$ cat config.mk
export PLATFORM = sky130hd
export DESIGN_NAME = fxyz_sweep_ctrl
export DESIGN_NICKNAME = d
export VERILOG_FILES = /design/src/rtl/fxyz_sweep_ctrl.sv
export SDC_FILE = /design/constraint.sdc
export NUM_CORES = 1
export LEC_CHECK = 0
export ABC_AREA = 1
export CORE_MARGIN = 1
export CORE_UTILIZATION = 51
export DETAILED_ROUTE_END_ITERATION = 8
export PLACE_DENSITY = 0.76
export SYNTH_ARGS = -nofsm -noshare
export SYNTH_HDL_FRONTEND = slang
export SYNTH_SLANG_ARGS = --single-unit
$ cat constraint.sdc
create_clock -name clk -period 2 [get_ports clk]
set_input_delay 0.4 -clock clk [delete_from_list [all_inputs] [get_ports clk]]
set_output_delay 0.4 -clock clk [all_outputs]
set_load 0.01 [all_outputs]
$ cat src/rtl/fxyz_sweep_ctrl.sv
// Self-check sequencer for the fxyz block: walks {x,y,z} through all eight
// vectors, samples s after a settle time and scores it against a latched truth table.
module fxyz_sweep_ctrl #(
  parameter int unsigned SETTLE = 1
) (
  input  logic       clk,
  input  logic       reset,
  input  logic       start,
  input  logic       abort,
  input  logic [7:0] expected,
  input  logic       s,
  output logic       x,
  output logic       y,
  output logic       z,
  output logic       busy,
  output logic       done,
  output logic       aborted,
  output logic [7:0] table_out,
  output logic [7:0] mismatch,
  output logic [3:0] err_count,
  output logic       pass
);

  localparam logic [1:0] ST_IDLE   = 2'd0;
  localparam logic [1:0] ST_DRIVE  = 2'd1;
  localparam logic [1:0] ST_SAMPLE = 2'd2;
  localparam logic [1:0] ST_DONE   = 2'd3;

  localparam logic [3:0] SETTLE_LAST = 4'(SETTLE - 1);

  logic [1:0] r_state;
  logic [2:0] r_idx;
  logic [3:0] r_settle;
  logic [2:0] r_vec;
  logic [7:0] r_exp;
  logic [7:0] r_table;
  logic [7:0] r_mismatch;
  logic [3:0] r_err;
  logic       r_aborted;
  logic       r_pass;

  logic       w_busy;
  logic       w_accept;
  logic       w_mis_bit;

  assign w_busy    = (r_state == ST_DRIVE) || (r_state == ST_SAMPLE);
  // abort beats a coincident start, so the start is simply not accepted
  assign w_accept  = (r_state == ST_IDLE) && start && !abort;
  assign w_mis_bit = s ^ r_exp[r_idx];

  always_ff @(posedge clk) begin
    if (reset) begin
      r_state    <= ST_IDLE;
      r_idx      <= 3'd0;
      r_settle   <= 4'd0;
      r_vec      <= 3'd0;
      r_exp      <= 8'd0;
      r_table    <= 8'd0;
      r_mismatch <= 8'd0;
      r_err      <= 4'd0;
      r_aborted  <= 1'b0;
      r_pass     <= 1'b0;
    end else begin
      case (r_state)
        ST_IDLE: begin
          if (w_accept) begin
            r_exp      <= expected;
            r_table    <= 8'd0;
            r_mismatch <= 8'd0;
            r_err      <= 4'd0;
            r_pass     <= 1'b0;
            r_aborted  <= 1'b0;
            r_idx      <= 3'd0;
            r_settle   <= 4'd0;
            r_vec      <= 3'd0;
            r_state    <= ST_DRIVE;
          end
        end

        ST_DRIVE: begin
          if (abort) begin
            r_aborted <= 1'b1;
            r_state   <= ST_IDLE;
          end else if (r_settle == SETTLE_LAST) begin
            r_state <= ST_SAMPLE;
          end else begin
            r_settle <= r_settle + 4'd1;
          end
        end

        ST_SAMPLE: begin
          if (abort) begin
            // the sample of the aborting cycle is dropped
            r_aborted <= 1'b1;
            r_state   <= ST_IDLE;
          end else begin
            r_table[r_idx]    <= s;
            r_mismatch[r_idx] <= w_mis_bit;
            r_err             <= r_err + {3'd0, w_mis_bit};
            if (r_idx == 3'd7) begin
              r_state <= ST_DONE;
            end else begin
              r_idx    <= r_idx + 3'd1;
              r_vec    <= r_idx + 3'd1;
              r_settle <= 4'd0;
              r_state  <= ST_DRIVE;
            end
          end
        end

        ST_DONE: begin
          // r_err already includes the final vector's contribution here
          r_pass  <= (r_err == 4'd0);
          r_state <= ST_IDLE;
        end

        default: r_state <= ST_IDLE;
      endcase
    end
  end

  // r_vec tracks r_idx during a sweep and holds the last vector once idle
  assign {x, y, z}  = r_vec;
  assign busy       = w_busy;
  assign done       = (r_state == ST_DONE);
  assign aborted    = r_aborted;
  assign table_out  = r_table;
  assign mismatch   = r_mismatch;
  assign err_count  = r_err;
  assign pass       = r_pass;

endmodule

==> PnR_summary.wiki <==
{| class="wikitable"
! Metric !! Value
|-
| Clock H-tree levels || 2
|-
| Number of maximum-capacitance constraint violations || 0
|-
| Area of the multi-input gates || roughly 0.0011 mm2
|-
| Library cells used by synthesis || 28
|-
| Data arrival time of the critical path || between 1.5 and 2 ns
|-
| Final Slew Violations || 0
|-
| Final Cell Area || 0.00258 mm2
|-
| Post-cts hold buffer count || 0
|-
| Worst Hold End || mismatch[2]
|-
| Register cell area after layout || ~790 um2
|-
| Signed area change from the synthesized netlist to the final layout || 29.5%
|-
| Chip Width || roughly 65 um
|-
| Reg-to-reg setup timing slack || approximately 0.20 ns
|-
| DRC errors left || 0
|-
| Worst Path Class, Setup || reg2out
|-
| Hold Path Class || reg2reg
|-
| Maximum root-to-sink buffer count || 2
|-
| Port Buffer Count || 39
|-
| GP Congestion || 0.871
|-
| Sequential fraction of the synthesis area || around two fifths
|-
| Syn nets || 306
|-
| Routed length per placed instance || roughly 11 um
|-
| Overall global routing resource usage || between 20% and 30%
|-
| IR Drop Worst-Case VDD || around 0.00056 V
|-
| Fraction of post-synthesis cell area in the top cell type by area || about 39%
|-
| CP Data Required Time || 1.60 ns
|-
| Clock period minus worst slack || 1.93 ns
|-
| Worst-path fanout max || 4
|-
| Cell Pwr Density || roughly 930 mW/mm2
|-
| Core Region || approximately 0.0037 mm2
|-
| Flops & latches, synth || 39
|-
| Maximum number of pins on one net before global-route repair || 25
|-
| DIE AREA || 0.00417 mm2
|-
| Io pins || 40
|-
| Total grt overflow || 0
|-
| Post-CTS Repair Setup Buffers || 0
|-
| Tightest slew margin relative to the limit || roughly three quarters
|-
| Count of fill cells added during filler insertion || approximately 340
|-
| Yosys Warn Count || 0
|-
| Critical path startpoint category || register
|-
| Critical hold path startpoint || mismatch[2]
|-
| TNS Setup || 0 ns
|-
| Clock Root Buffer || sky130_fd_sc_hd__clkbuf_8
|-
| Final setup fails || 0
|-
| Wire length of the first global-routing pass || 7.78 mm
|-
| Sinks on Clock Net || 39
|-
| Reg-to-reg endpoint || err_count[1]
|-
| Vias in the first global route || roughly 1800
|-
| Worst Clk Skew || a little under 0.007 ns
|-
| Number of nets with antenna violations after routing || 0
|-
| Count of instances resized after the clock tree is built || 0
|-
| Cell area after placement || 0.00250 mm2
|-
| Nature of the critical path endpoint || output port
|-
| Static Leakage || 0.00104 uW
|-
| Cell type with the highest aggregate area in the netlist || sky130_fd_sc_hd__dfxtp_1
|-
| Number of vias per cell after detailed routing || between 5 and 6
|-
| Final wirelength || approximately 4.2 mm
|-
| CTS buffer count || 5
|-
| Ant diodes || 0
|-
| Most frequent cells in the layout || sky130_fd_sc_hd__nand2_1 (64), sky130_fd_sc_hd__nor2_1 (39), sky130_fd_sc_hd__clkdlybuf4s50_1 (39), sky130_fd_sc_hd__dfxtp_1 (35), sky130_fd_sc_hd__a21oi_1 (27)
|-
| Most common cell after layout, fill and taps aside || sky130_fd_sc_hd__nand2_1
|-
| Clock latency on the worst-skew pair || between 0.2 and 0.3 ns
|-
| Antenna violations before repair || 0
|-
| Starting density of the core || approximately 54%
|-
| Vertical die dimension || roughly 65 um
|-
| Netlist Area Pre-Place || approximately 0.0020 mm2
|-
| Slew @ Worst Pin || ~0.37 ns
|-
| FP Rows || 22
|-
| DRC violation total after the first TritonRoute iteration || between 100 and 150
|-
| Final Cycle Share || 96.4%
|-
| CTS tree || built
|-
| Mean instance size in the synthesized netlist || 7.05 um2
|-
| Proportion of layout cells with a drive suffix above 1 || 12.6%
|-
| Cell count after synthesis || between 200 and 300
|-
| Hold Violations, Final || 0
|-
| Setup repair after global routing missed its margin || false
|-
| Count of cells along the worst hold path || 2
|-
| Leading post-synthesis cells by cell area || sky130_fd_sc_hd__dfxtp_1 (39%), sky130_fd_sc_hd__nand2_1 (12%), sky130_fd_sc_hd__nor2_1 (7.3%)
|-
| Fmax achieved || between 500 and 600 MHz
|-
| FF-to-FF Start || r_vec[0]
|-
| Run status || finished clean
|-
| Via count || about 1900
|-
| Total Nets Final || between 300 and 400
|-
| Clock slew seen by the registers of the worst setup and hold paths || around 0.070 ns
|-
| DRT Pass-1 Iters || 4
|-
| R2R cell count || 14
|-
| Half-perimeter wire length after placement || 3.20 mm
|}
-- routing by layer --
metal  GRT usage, %  part of all wire (%)
met1           28.5                    47
met4           9.17                  0.92
met2           40.4                    49
met5              0                     0
met3           5.63                   3.3
-- cells by family (layout without fill, tap and decap cells) --
kind of cell / Yosys count / in the layout / synth area share [%]
AOI/OAI and AO/OA: 57 / 57 / 16.2
xor gates and xnor gates: 1 / 1 / 0.439
adders and majority gates: 10 / 10 / 6.27
buffers and inverters: 36 / 86 / 7.46
DFF: 39 / 39 / 39.1
and+or+nand+nor: 140 / 140 / 30.5
-- registers in the layout (all words and copies together) (netlist names) --
signal / cells
r_settle: 4
err_count: 4
mismatch: 8
table_out: 8
r_exp: 8
aborted: 1
r_state: 2
r_vec: 3
pass: 1
-- final cells by class --
| class | instances | share of cell area (%) |
|---|---|---|
| sequential | 39 | 30.4 |
| inverter | 25 | 3.68 |
| clock inverter | 1 | 0.194 |
| clock buffer | 7 | 2.95 |
| multi-input combinational | 208 | 41.3 |
| tap | 48 | 2.32 |
| timing repair buffer | 53 | 19.2 |
-- synth_stat cells, drive strengths merged --
library cell,instances
a211oi,3
clkbuf,6
a21oi,28
dfxtp,39
nand2,67
o211ai,1
o2111ai,1
buf,5
nand4,2
a22oi,2
ha,10
nor2,40
inv,24
xor2,1
nor3,7
o21ai,22
nand3,24
clkinv,1
-- worst max path at each step --
stage	startpoint	end	slack [ns]
after CTS	r_state[1]	busy	0.004
after global routing	r_state[1]	busy	0.01
after floorplan	r_vec[0]	err_count[1]	0.08
after detailed placement	start	r_vec[1]	0.07
final	r_state[1]	busy	0.07
after global placement	s	err_count[1]	0.08
-- stage by stage --
stage                     utilization (%)  setup WS (ns)  power, uW  cells  hold slack, ns
after floorplan                         -         0.0797       1610    283           0.455
after global placement               67.2         0.0840       1880    373           0.449
after detailed placement             67.2         0.0729       1900    373           0.454
after CTS                            69.4        0.00406       2410    381           0.465
after global routing                 69.5        0.00977       2580    381           0.476
final                                69.5         0.0714       2400    381           0.465
-- where the power goes --
group	internal, uW	total [uW]	switching [uW]
logic	372	977	606
registers	851	916	65.1
clock network	245	510	265
total	1470	2400	936
-- worst max-delay path: stages (launching register included) --
cell and delay, ns:
sky130_fd_sc_hd__dfxtp_2 0.35, sky130_fd_sc_hd__inv_1 0.07, sky130_fd_sc_hd__ha_1 0.29, sky130_fd_sc_hd__clkdlybuf4s50_1 0.53
No activity file was read; power rests on OpenSTA's default activity.
